$ cat config.mk
export PLATFORM = sky130hd
export DESIGN_NAME = lzc_normalizer_seq_flat
export DESIGN_NICKNAME = d
export VERILOG_FILES = /design/src/rtl/lzc_normalizer_seq_if.sv /design/src/rtl/lzc_normalizer_seq.sv /design/src/flat_wrapper.sv
export SDC_FILE = /design/constraint.sdc
export NUM_CORES = 1
export LEC_CHECK = 0
export CAP_MARGIN = 40
export CORE_MARGIN = 2
export CORE_UTILIZATION = 54
export DETAILED_ROUTE_END_ITERATION = 10
export PLACE_DENSITY = 0.77
export SLEW_MARGIN = 10
export SYNTH_ARGS = -nofsm -noshare
export SYNTH_HDL_FRONTEND = slang
export SYNTH_SLANG_ARGS = --single-unit
$ cat constraint.sdc
create_clock -name clk -period 2.8 [get_ports clk]
set_input_delay 0.56 -clock clk [delete_from_list [all_inputs] [get_ports clk]]
set_output_delay 0.56 -clock clk [all_outputs]
set_load 0.01 [all_outputs]
$ cat src/rtl/lzc_normalizer_seq_if.sv
// Handshake and result bus for the sequential leading-zero normalizer.
// The master side supplies words and accepts results; the slave side is the normalizer.
interface lzc_normalizer_seq_if #(
    parameter int unsigned W  = 16,
    parameter int unsigned CW = 5
);
    logic          in_valid;
    logic          in_ready;
    logic [W-1:0]  in_data;
    logic          out_valid;
    logic          out_ready;
    logic [W-1:0]  norm_out;
    logic [CW-1:0] lz_count;
    logic          zero_flag;

    modport master (
        output in_valid, in_data, out_ready,
        input  in_ready, out_valid, norm_out, lz_count, zero_flag
    );

    modport slave (
        input  in_valid, in_data, out_ready,
        output in_ready, out_valid, norm_out, lz_count, zero_flag
    );
endinterface

$ cat src/rtl/lzc_normalizer_seq.sv
// Sequential leading-zero count and left-normalize: scans one nibble per cycle from the MSB,
// then shifts the word left by the total count in a single cycle.
module lzc_normalizer_seq #(
    parameter int unsigned W  = 16,
    parameter int unsigned CW = 5
) (
    input  logic               clk,
    input  logic               rst_n,
    lzc_normalizer_seq_if.slave bus
);
    localparam int unsigned NN = W / 4;
    localparam int unsigned IW = (NN > 1) ? $clog2(NN) : 1;

    typedef enum logic [1:0] {StIdle, StScan, StShift, StDone} state_e;

    state_e        state_q, state_d;
    logic [W-1:0]  data_q, data_d;
    logic [CW-1:0] count_q, count_d;
    logic [IW-1:0] idx_q, idx_d;
    logic [W-1:0]  norm_q, norm_d;
    logic [CW-1:0] lz_q, lz_d;
    logic          zf_q, zf_d;

    logic [W-1:0]  scan_word;
    logic [3:0]    nibble;
    logic          last_nibble;

    function automatic logic [1:0] lzc4(input logic [3:0] n);
        logic [1:0] r;
        unique casez (n)
            4'b1???: r = 2'd0;
            4'b01??: r = 2'd1;
            4'b001?: r = 2'd2;
            default: r = 2'd3;
        endcase
        return r;
    endfunction

    // Bring the current nibble to the top so the select stays a constant slice.
    assign scan_word   = data_q << {idx_q, 2'b00};
    assign nibble      = scan_word[W-1 -: 4];
    assign last_nibble = (idx_q == IW'(NN - 1));

    always_comb begin
        state_d = state_q;
        data_d  = data_q;
        count_d = count_q;
        idx_d   = idx_q;
        norm_d  = norm_q;
        lz_d    = lz_q;
        zf_d    = zf_q;
        unique case (state_q)
            StIdle: begin
                if (bus.in_valid) begin
                    data_d  = bus.in_data;
                    count_d = '0;
                    idx_d   = '0;
                    state_d = StScan;
                end
            end
            StScan: begin
                if (nibble != 4'd0) begin
                    count_d = count_q + CW'(lzc4(nibble));
                    state_d = StShift;
                end else if (last_nibble) begin
                    count_d = CW'(W);
                    norm_d  = '0;
                    lz_d    = CW'(W);
                    zf_d    = 1'b1;
                    state_d = StDone;
                end else begin
                    count_d = count_q + CW'(4);
                    idx_d   = idx_q + IW'(1);
                end
            end
            StShift: begin
                norm_d  = data_q << count_q;
                lz_d    = count_q;
                zf_d    = 1'b0;
                state_d = StDone;
            end
            StDone: begin
                if (bus.out_ready) state_d = StIdle;
            end
            default: state_d = StIdle;
        endcase
    end

    always_ff @(posedge clk or negedge rst_n) begin
        if (!rst_n) begin
            state_q <= StIdle;
            data_q  <= '0;
            count_q <= '0;
            idx_q   <= '0;
            norm_q  <= '0;
            lz_q    <= '0;
            zf_q    <= 1'b0;
        end else begin
            state_q <= state_d;
            data_q  <= data_d;
            count_q <= count_d;
            idx_q   <= idx_d;
            norm_q  <= norm_d;
            lz_q    <= lz_d;
            zf_q    <= zf_d;
        end
    end

    assign bus.in_ready  = (state_q == StIdle);
    assign bus.out_valid = (state_q == StDone);
    assign bus.norm_out  = norm_q;
    assign bus.lz_count  = lz_q;
    assign bus.zero_flag = zf_q;
endmodule

$ cat src/flat_wrapper.sv
// flat-port wrapper written by rule: the top's interface ports become plain ports
module lzc_normalizer_seq_flat 
#(
    parameter int unsigned W  = 16,
    parameter int unsigned CW = 5
)
  (clk, rst_n, bus_in_valid, bus_in_data, bus_out_ready, bus_in_ready, bus_out_valid, bus_norm_out, bus_lz_count, bus_zero_flag);
  lzc_normalizer_seq_if #(.W(W), .CW(CW)) bus_i ();
  input  logic clk;
  input  logic rst_n;
  input wire logic [$bits(bus_i.in_valid)-1:0] bus_in_valid;
  input wire logic [$bits(bus_i.in_data)-1:0] bus_in_data;
  input wire logic [$bits(bus_i.out_ready)-1:0] bus_out_ready;
  output wire logic [$bits(bus_i.in_ready)-1:0] bus_in_ready;
  output wire logic [$bits(bus_i.out_valid)-1:0] bus_out_valid;
  output wire logic [$bits(bus_i.norm_out)-1:0] bus_norm_out;
  output wire logic [$bits(bus_i.lz_count)-1:0] bus_lz_count;
  output wire logic [$bits(bus_i.zero_flag)-1:0] bus_zero_flag;
  assign bus_i.in_valid = bus_in_valid;
  assign bus_i.in_data = bus_in_data;
  assign bus_i.out_ready = bus_out_ready;
  assign bus_in_ready = bus_i.in_ready;
  assign bus_out_valid = bus_i.out_valid;
  assign bus_norm_out = bus_i.norm_out;
  assign bus_lz_count = bus_i.lz_count;
  assign bus_zero_flag = bus_i.zero_flag;
  lzc_normalizer_seq #(.W(W), .CW(CW)) u_core (.clk(clk), .rst_n(rst_n), .bus(bus_i));
endmodule
==> summary.txt, run 1 <==
Min path
  • Worst hold path class: input port to asynchronous set/reset pin

Place
  • Placed standard-cell area: 3410 um^2
  • Final weighted congestion of routability-driven global placement: 0.896
  • HPWL after detailed placement: 4700 um
  • Total of buffers placed on input and output ports: 43

Power
  • Combinational power share: 57.0%
  • Switching power: 1.61 mW
  • Final Power: 3.86 mW
  • Static leakage: 1.43 nW
  • Clock network fraction of total power: 10.7%
  • Max rail drop VDD: 537 uV
  • Pint: 2.25 mW
  • P per Cell Area: 1100 nW/um^2
  • Power share of the sequential group: 32.3%
  • Switching Share: 41.7%

GRT
  • Global-route wire length before repair: 10700 um
  • Overflow after GRT: 0
  • Combined global-route utilization of all metal layers: 22.1%
  • Number of global-route vias before repair: 2197
  • Largest net degree at the start of global routing: 25
  • Initial antenna violation count: 0

Logic synthesis
  • Net Count, Synth: 277
  • Number of distinct library cells after synthesis: 46
  • Fraction of post-synthesis cell area in the top cell type by area: 40.3%
  • Top-count cell post-synth: sky130_fd_sc_hd__dfrtp_1
  • Top area cells in the synthesized netlist: sky130_fd_sc_hd__dfrtp_1, sky130_fd_sc_hd__mux4_2, sky130_fd_sc_hd__mux2_2
  • Sequential area share after synthesis: 40.3%
  • Fraction of registers with async set/reset: 100%
  • Register bit total from synthesis: 47
  • Yosys synthesis warning count: 0
  • Number of synthesized flops with an enable pin: 0
  • Gate count of the mapped netlist: 248
  • Ys flop type: sky130_fd_sc_hd__dfrtp_1
  • Largest area contributor in the synthesized netlist: sky130_fd_sc_hd__dfrtp_1
  • Synthesized area per cell: 11.8 um^2
  • Leading post-synthesis cells by instance count: sky130_fd_sc_hd__dfrtp_1, sky130_fd_sc_hd__mux2_2, sky130_fd_sc_hd__nand2_1
  • Netlist area before placement: 2920 um^2

Cells and area
  • Area overhead of the layout relative to synthesis: 19.8%
  • Fraction of final layout cells sized beyond drive strength 1: 21.1%
  • Filler cell count in the final layout: 405
  • Antenna diodes: 0
  • Nets@finish: 314
  • Design area: 3500 um^2

Clocking
  • Clock buffers created by TritonCTS: 5
  • Clk sinks: 47
  • Clk pin slew, worst setup/hold paths: 0.09 ns
  • Clock Path Buffers: 2
  • Post CTS Setup Buffer Count: 0
  • Deepest level of the CTS H-tree: 2
  • Skew-Pair Late Insertion Delay: 0.30 ns
  • Quantity of gates resized following cts: 0
  • TritonCTS clock tree: done
  • Cts hold-fix bufs: 0
  • Root cell of the clock tree: sky130_fd_sc_hd__clkbuf_8

Drt
  • Post-route DRC violation count: 0
  • Drt total wl: 6290 um
  • Drt wl/cell: 17.7 um
  • Vias per Instance: 6.30
  • Residual antenna-violating net count after detailed routing: 0
  • Detailed-routing iteration count for the pre-antenna-repair pass: 4
  • DRT iter0 DRCs: 105
  • Total via count in the routed design: 2237

Floorplan
  • Area of the die: 6010 um^2
  • Area of the placeable core: 5170 um^2
  • Number of placement rows: 26
  • Initial cell density of the core: 56.5%
  • Die width: 77.5 um
  • Die Height: 77.5 um
  • Number of top-level pins: 44

STA
  • Setup violations, final: 0
  • Fraction of the cycle the final worst path needs: 96.3%
  • Setup repair after global routing missed its margin: false
  • Fin Hold WS: 0.246 ns
  • Actual transition at the worst max-transition pin: 0.870 ns
  • Total Negative Setup Slacks: 0 ns
  • Shortest clock period the worst path allows after layout: 2.70 ns
  • Final-report hold violation count: 0
  • Worst Skew: 0.00770 ns
  • Worst-case headroom to the max-slew limit: 42.0%
  • Slew Viols, Final: 0
  • Max Freq: 0.371 GHz

Setup path
  • Worst setup EP type: flip-flop
  • Data required, critical path: 2.98 ns
  • Startpoint type of the worst setup path: flip-flop
  • Logic depth of the worst register-to-register path: 4
  • Classification of the worst setup path: flip-flop to flip-flop
  • Critical Path Fanout Max: 12
  • Arrival time at the worst endpoint: 2.87 ns

Run
  • Max-cap violation count: 0

Outcome
  • Outcome: completed
-- sequential cells by signal (all words and copies together), names as in the netlist --
register / count
u_core.idx_q: 2
u_core.bus.zero_flag: 1
u_core.bus.lz_count: 5
u_core.bus.norm_out: 16
u_core.count_q: 5
u_core.data_q: 16
u_core.state_q: 2
-- critical path, stage by stage (launching register included) --
cell and delay [ns]:
sky130_fd_sc_hd__dfrtp_1 0.52, sky130_fd_sc_hd__mux4_1 0.62, sky130_fd_sc_hd__or4_1 0.63, sky130_fd_sc_hd__o21a_1 0.37, sky130_fd_sc_hd__o41ai_1 0.42
-- cell families after synthesis --
family	Yosys count	share of synthesized area, %
AOI/OAI and AO/OA	63	15.8
xor gates and xnor gates	1	0.300
adders and majority gates	9	4.11
buffers and inverters	29	4.37
DFF	47	40.3
muxes	52	26.6
and+or+nand+nor	47	8.53
-- per-stage QoR --
step / setup slack, ns / util (%) / instances
after global routing: 0.0228 / 67.7 / 355
after floorplan: 0.336 / - / 248
after global placement: 0.203 / 65.4 / 347
after CTS: 0.117 / 67.7 / 355
after detailed placement: 0.154 / 66.0 / 348
final: 0.104 / 67.7 / 355
-- power by group through the flow --
stage	combinational [mW]	sequential (mW)	clock, mW
floorplan	1.65	1.15	0
global placement	2.13	1.23	0
detailed placement	2.19	1.25	0
CTS	2.20	1.24	0.419
global route	2.39	1.29	0.457
finish	2.20	1.25	0.412
-- area by class of cell --
class                      instances  area (um^2)  area share, %
multi-input combinational        172         1620           46.2
clock buffer                       6         82.6           2.36
timing repair buffer              50          498           14.2
sequential                        47         1180           33.6
tap                               70         87.6           2.50
clock inverter                     1         5.00          0.143
inverter                           9         33.8          0.965
-- layer usage --
metal / up-vias / GRT usage [%] / share of wire, %
met5: - / 0 / 0
met3: 7 / 3.49 / 4.5
met4: 0 / 6.25 / 1.4
met1: 1130 / 30.8 / 45
li1: 1026 / - / -
met2: 74 / 36.3 / 49
-- worst paths after layout --
| check | startpoint | to | slack, ns |
|---|---|---|---|
| max | u_core.idx_q[0] | u_core.bus.norm_out[5] | 0.10 |
| max reg2reg | u_core.idx_q[0] | u_core.bus.norm_out[5] | 0.10 |
| min reg2reg | u_core.bus.norm_out[4] | u_core.bus.norm_out[4] | 0.51 |
| min | rst_n | u_core.count_q[1] | 0.25 |
| max in group asynchronous | rst_n | u_core.data_q[11] | 2.04 |
| min in group clk | u_core.bus.norm_out[4] | u_core.bus.norm_out[4] | 0.51 |
-- layout by cell type (no fill, tap or decap), types with 3 or more instances in the layout --
cell / n
sky130_fd_sc_hd__a21oi_1: 8
sky130_fd_sc_hd__nor4b_1: 4
sky130_fd_sc_hd__inv_1: 8
sky130_fd_sc_hd__mux2i_1: 8
sky130_fd_sc_hd__clkdlybuf4s50_1: 42
sky130_fd_sc_hd__o31ai_1: 5
sky130_fd_sc_hd__a22o_1: 7
sky130_fd_sc_hd__a22oi_1: 4
sky130_fd_sc_hd__dfrtp_1: 47
sky130_fd_sc_hd__ha_1: 8
sky130_fd_sc_hd__nand2_1: 16
sky130_fd_sc_hd__nor3_1: 4
sky130_fd_sc_hd__or3_1: 3
sky130_fd_sc_hd__and2_1: 4
sky130_fd_sc_hd__o211ai_1: 15
sky130_fd_sc_hd__mux4_2: 14
sky130_fd_sc_hd__nor2_1: 5
sky130_fd_sc_hd__buf_4: 6
sky130_fd_sc_hd__clkbuf_8: 6
sky130_fd_sc_hd__o21ai_0: 7
sky130_fd_sc_hd__mux2_2: 27
sky130_fd_sc_hd__mux4_1: 3
Power figures use the tool's default switching activity.
==> inputs of run 2 (changes only) <==
Settings changed: CORE_UTILIZATION 54 to 31, PLACE_DENSITY 0.77 to 0.48.
==> summary.txt, run 2 (same netlist as run 1, synthesis figures left out) <==
Setup path
  • Startpoint type of the worst setup path: flip-flop (unchanged)
  • Worst setup EP type: flip-flop (unchanged)
  • CP peak stage delay: 0.65 ns (was 0.63 ns)
  • Arrival time at the worst endpoint: 2.87 ns (about the same)
  • Data required, critical path: 3.03 ns (was 2.98 ns)
  • Worst path most repeated cell: sky130_fd_sc_hd__or4_1
  • Critical-path cell list: mux4_1 -> or4_1 -> buf_4 -> or4_1 -> nand3_1 (was mux4_1 -> or4_1 -> o21a_1 -> o41ai_1)
  • CP max-delay cell: sky130_fd_sc_hd__or4_1 (unchanged)
  • Classification of the worst setup path: flip-flop to flip-flop (unchanged)
  • Critical Path Fanout Max: 13 (was 12)
  • Logic depth of the worst register-to-register path: 5 (was 4)

Clocking
  • Clock buffers created by TritonCTS: 5 (unchanged)
  • Clk pin slew, worst setup/hold paths: 0.09 ns (about the same)
  • Clock Path Buffers: 2 (unchanged)
  • Cts hold-fix bufs: 0 (unchanged)
  • TritonCTS clock tree: done (unchanged)
  • Deepest level of the CTS H-tree: 2 (unchanged)
  • Root cell of the clock tree: sky130_fd_sc_hd__clkbuf_8 (unchanged)
  • Clk sinks: 47 (unchanged)
  • Skew-Pair Late Insertion Delay: 0.30 ns (about the same)

STA
  • Setup ws final: 0.163 ns (was 0.104 ns)
  • Setup repair after global routing missed its margin: false (unchanged)
  • Shortest clock period the worst path allows after layout: 2.64 ns (was 2.70 ns)
  • Final-report hold violation count: 0 (unchanged)
  • Slew Viols, Final: 0 (unchanged)
  • Actual transition at the worst max-transition pin: 0.860 ns (was 0.870 ns)
  • Setup violations, final: 0 (unchanged)
  • Worst Skew: 0.00667 ns (was 0.00770 ns)
  • Max Freq: 0.379 GHz (was 0.371 GHz)
  • Total Negative Setup Slacks: 0 ns (unchanged)
  • Fin Hold WS: 0.196 ns (was 0.246 ns)
  • Fraction of the cycle the final worst path needs: 94.2% (was 96.3%)
  • Worst-case headroom to the max-slew limit: 42.7% (was 42.0%)

Cells and area
  • Most common library cell in the layout ignoring fill and taps: sky130_fd_sc_hd__dfrtp_1 (unchanged)
  • Commonest cells after routing, fill and taps aside: sky130_fd_sc_hd__dfrtp_1, sky130_fd_sc_hd__clkdlybuf4s50_1, sky130_fd_sc_hd__mux2_2 (unchanged)
  • Filler cell count in the final layout: 912 (was 405)
  • Area overhead of the layout relative to synthesis: 22.0% (was 19.8%)
  • Multi-input gate area in the final layout: 1620 um^2 (about the same)
  • Sequential cell area: 1180 um^2 (about the same)
  • Antenna diodes: 0 (unchanged)
  • Design area: 3560 um^2 (was 3500 um^2)
  • Fraction of final layout cells sized beyond drive strength 1: 22.8% (was 21.1%)
  • Final core occ: 38.7% (was 67.7%)
  • Nets@finish: 318 (was 314)

Power
  • Max rail drop VDD: 330 uV (was 537 uV)
  • P per Cell Area: 1100 nW/um^2 (about the same)
  • Static leakage: 1.44 nW (was 1.43 nW)

Floorplan
  • Number of top-level pins: 44 (unchanged)
  • Area of the die: 10200 um^2 (was 6010 um^2)
  • Initial cell density of the core: 31.8% (was 56.5%)
  • Die Height: 101 um (was 77.5 um)
  • Number of placement rows: 35 (was 26)
  • Area of the placeable core: 9200 um^2 (was 5170 um^2)
  • Die width: 101 um (was 77.5 um)

GRT
  • Global-route wire length before repair: 11400 um (was 10700 um)
  • Combined global-route utilization of all metal layers: 14.2% (was 22.1%)
  • Largest net degree at the start of global routing: 29 (was 25)
  • Initial antenna violation count: 0 (unchanged)
  • Number of global-route vias before repair: 2157 (was 2197)
  • Overflow after GRT: 0 (unchanged)

Drt
  • Total via count in the routed design: 2212 (was 2237)
  • Residual antenna-violating net count after detailed routing: 0 (unchanged)
  • Detailed-routing iteration count for the pre-antenna-repair pass: 4 (unchanged)
  • Post-route DRC violation count: 0 (unchanged)
  • Vias per Instance: 5.53 (was 6.30)
  • Drt total wl: 6800 um (was 6290 um)
  • DRT iter0 DRCs: 96 (was 105)
  • Drt wl/cell: 17.0 um (was 17.7 um)

Place
  • Worst setup timing slack at the placement stage: 0.0891 ns (was 0.154 ns)
  • Placed standard-cell area: 3470 um^2 (was 3410 um^2)
  • Total of buffers placed on input and output ports: 43 (unchanged)
  • HPWL after detailed placement: 5150 um (was 4700 um)
  • Final weighted congestion of routability-driven global placement: 0.856 (was 0.896)

Min path
  • Worst hold path class: input port to asynchronous set/reset pin (unchanged)

Outcome
  • Outcome: completed (unchanged)

Run
  • Max-cap violation count: 0 (unchanged)
[run 2: cell types whose count changed in the layout (fill, tap and decap cells not counted), sizes merged]
cell	previous run	this run
buf	8	12
[run 2: final timing paths]
check / from / endpoint / slack, ns
worst max-delay path: u_core.idx_q[0] / u_core.idx_q[1] / 0.16
worst min register to register: u_core.bus.norm_out[11] / u_core.bus.norm_out[11] / 0.52
worst max register to register: u_core.idx_q[0] / u_core.idx_q[1] / 0.16
min in group clk: u_core.bus.norm_out[11] / u_core.bus.norm_out[11] / 0.52
max in group asynchronous: rst_n / u_core.idx_q[0] / 1.86
worst min-delay path: rst_n / u_core.bus.norm_out[4] / 0.20
[run 2: per-stage QoR]
step                      power, mW  instances
final                          3.93        400
after global routing           4.26        400
after CTS                      3.95        400
after detailed placement       3.52        393
after global placement         3.51        393
after floorplan                2.80        248
[run 2: metal layers]
metal  vias to the layer above  wire, um  GRT usage (%)
li1                       1038         -              -
met1                      1105      3330           20.7
met2                        67      3130           21.3
met3                         2       299           2.91
met4                         0        38           3.74
met5                         -         0              0
[run 2: report_power, final]
part           internal, mW  total (mW)  switching, mW
Sequential            0.926        1.22          0.297
Combinational          1.16        2.29           1.12
Clock                 0.194       0.421          0.226
[run 2: area by class of cell]
type	count	share of cell area [%]
Tap cell	111	3.90
Timing Repair Buffer	54	14.3
Sequential cell	47	33.0
Clock inverter	1	0.140
Multi-Input combinational cell	172	45.4
Inverter	9	0.948
Clock buffer	6	2.32
[run 2: timing repair]
item                                    CTS  global route
setup buffers                             0             0
endpoints found under the setup margin    0             9
gates resized for setup                   0             2
[run 2: critical path: cells and delay by family, from the launching register on]
family        cells  cell delay, ns
buf+inv           1            0.26
mux               1            0.60
flops             1            0.46
simple gates      3            1.26
==> inputs of run 3 (changes only) <==
Settings changed: SLEW_MARGIN 10 to not set.
==> results of run 3 <==
Final layout, timing and power as in run 2 (identical DEF).
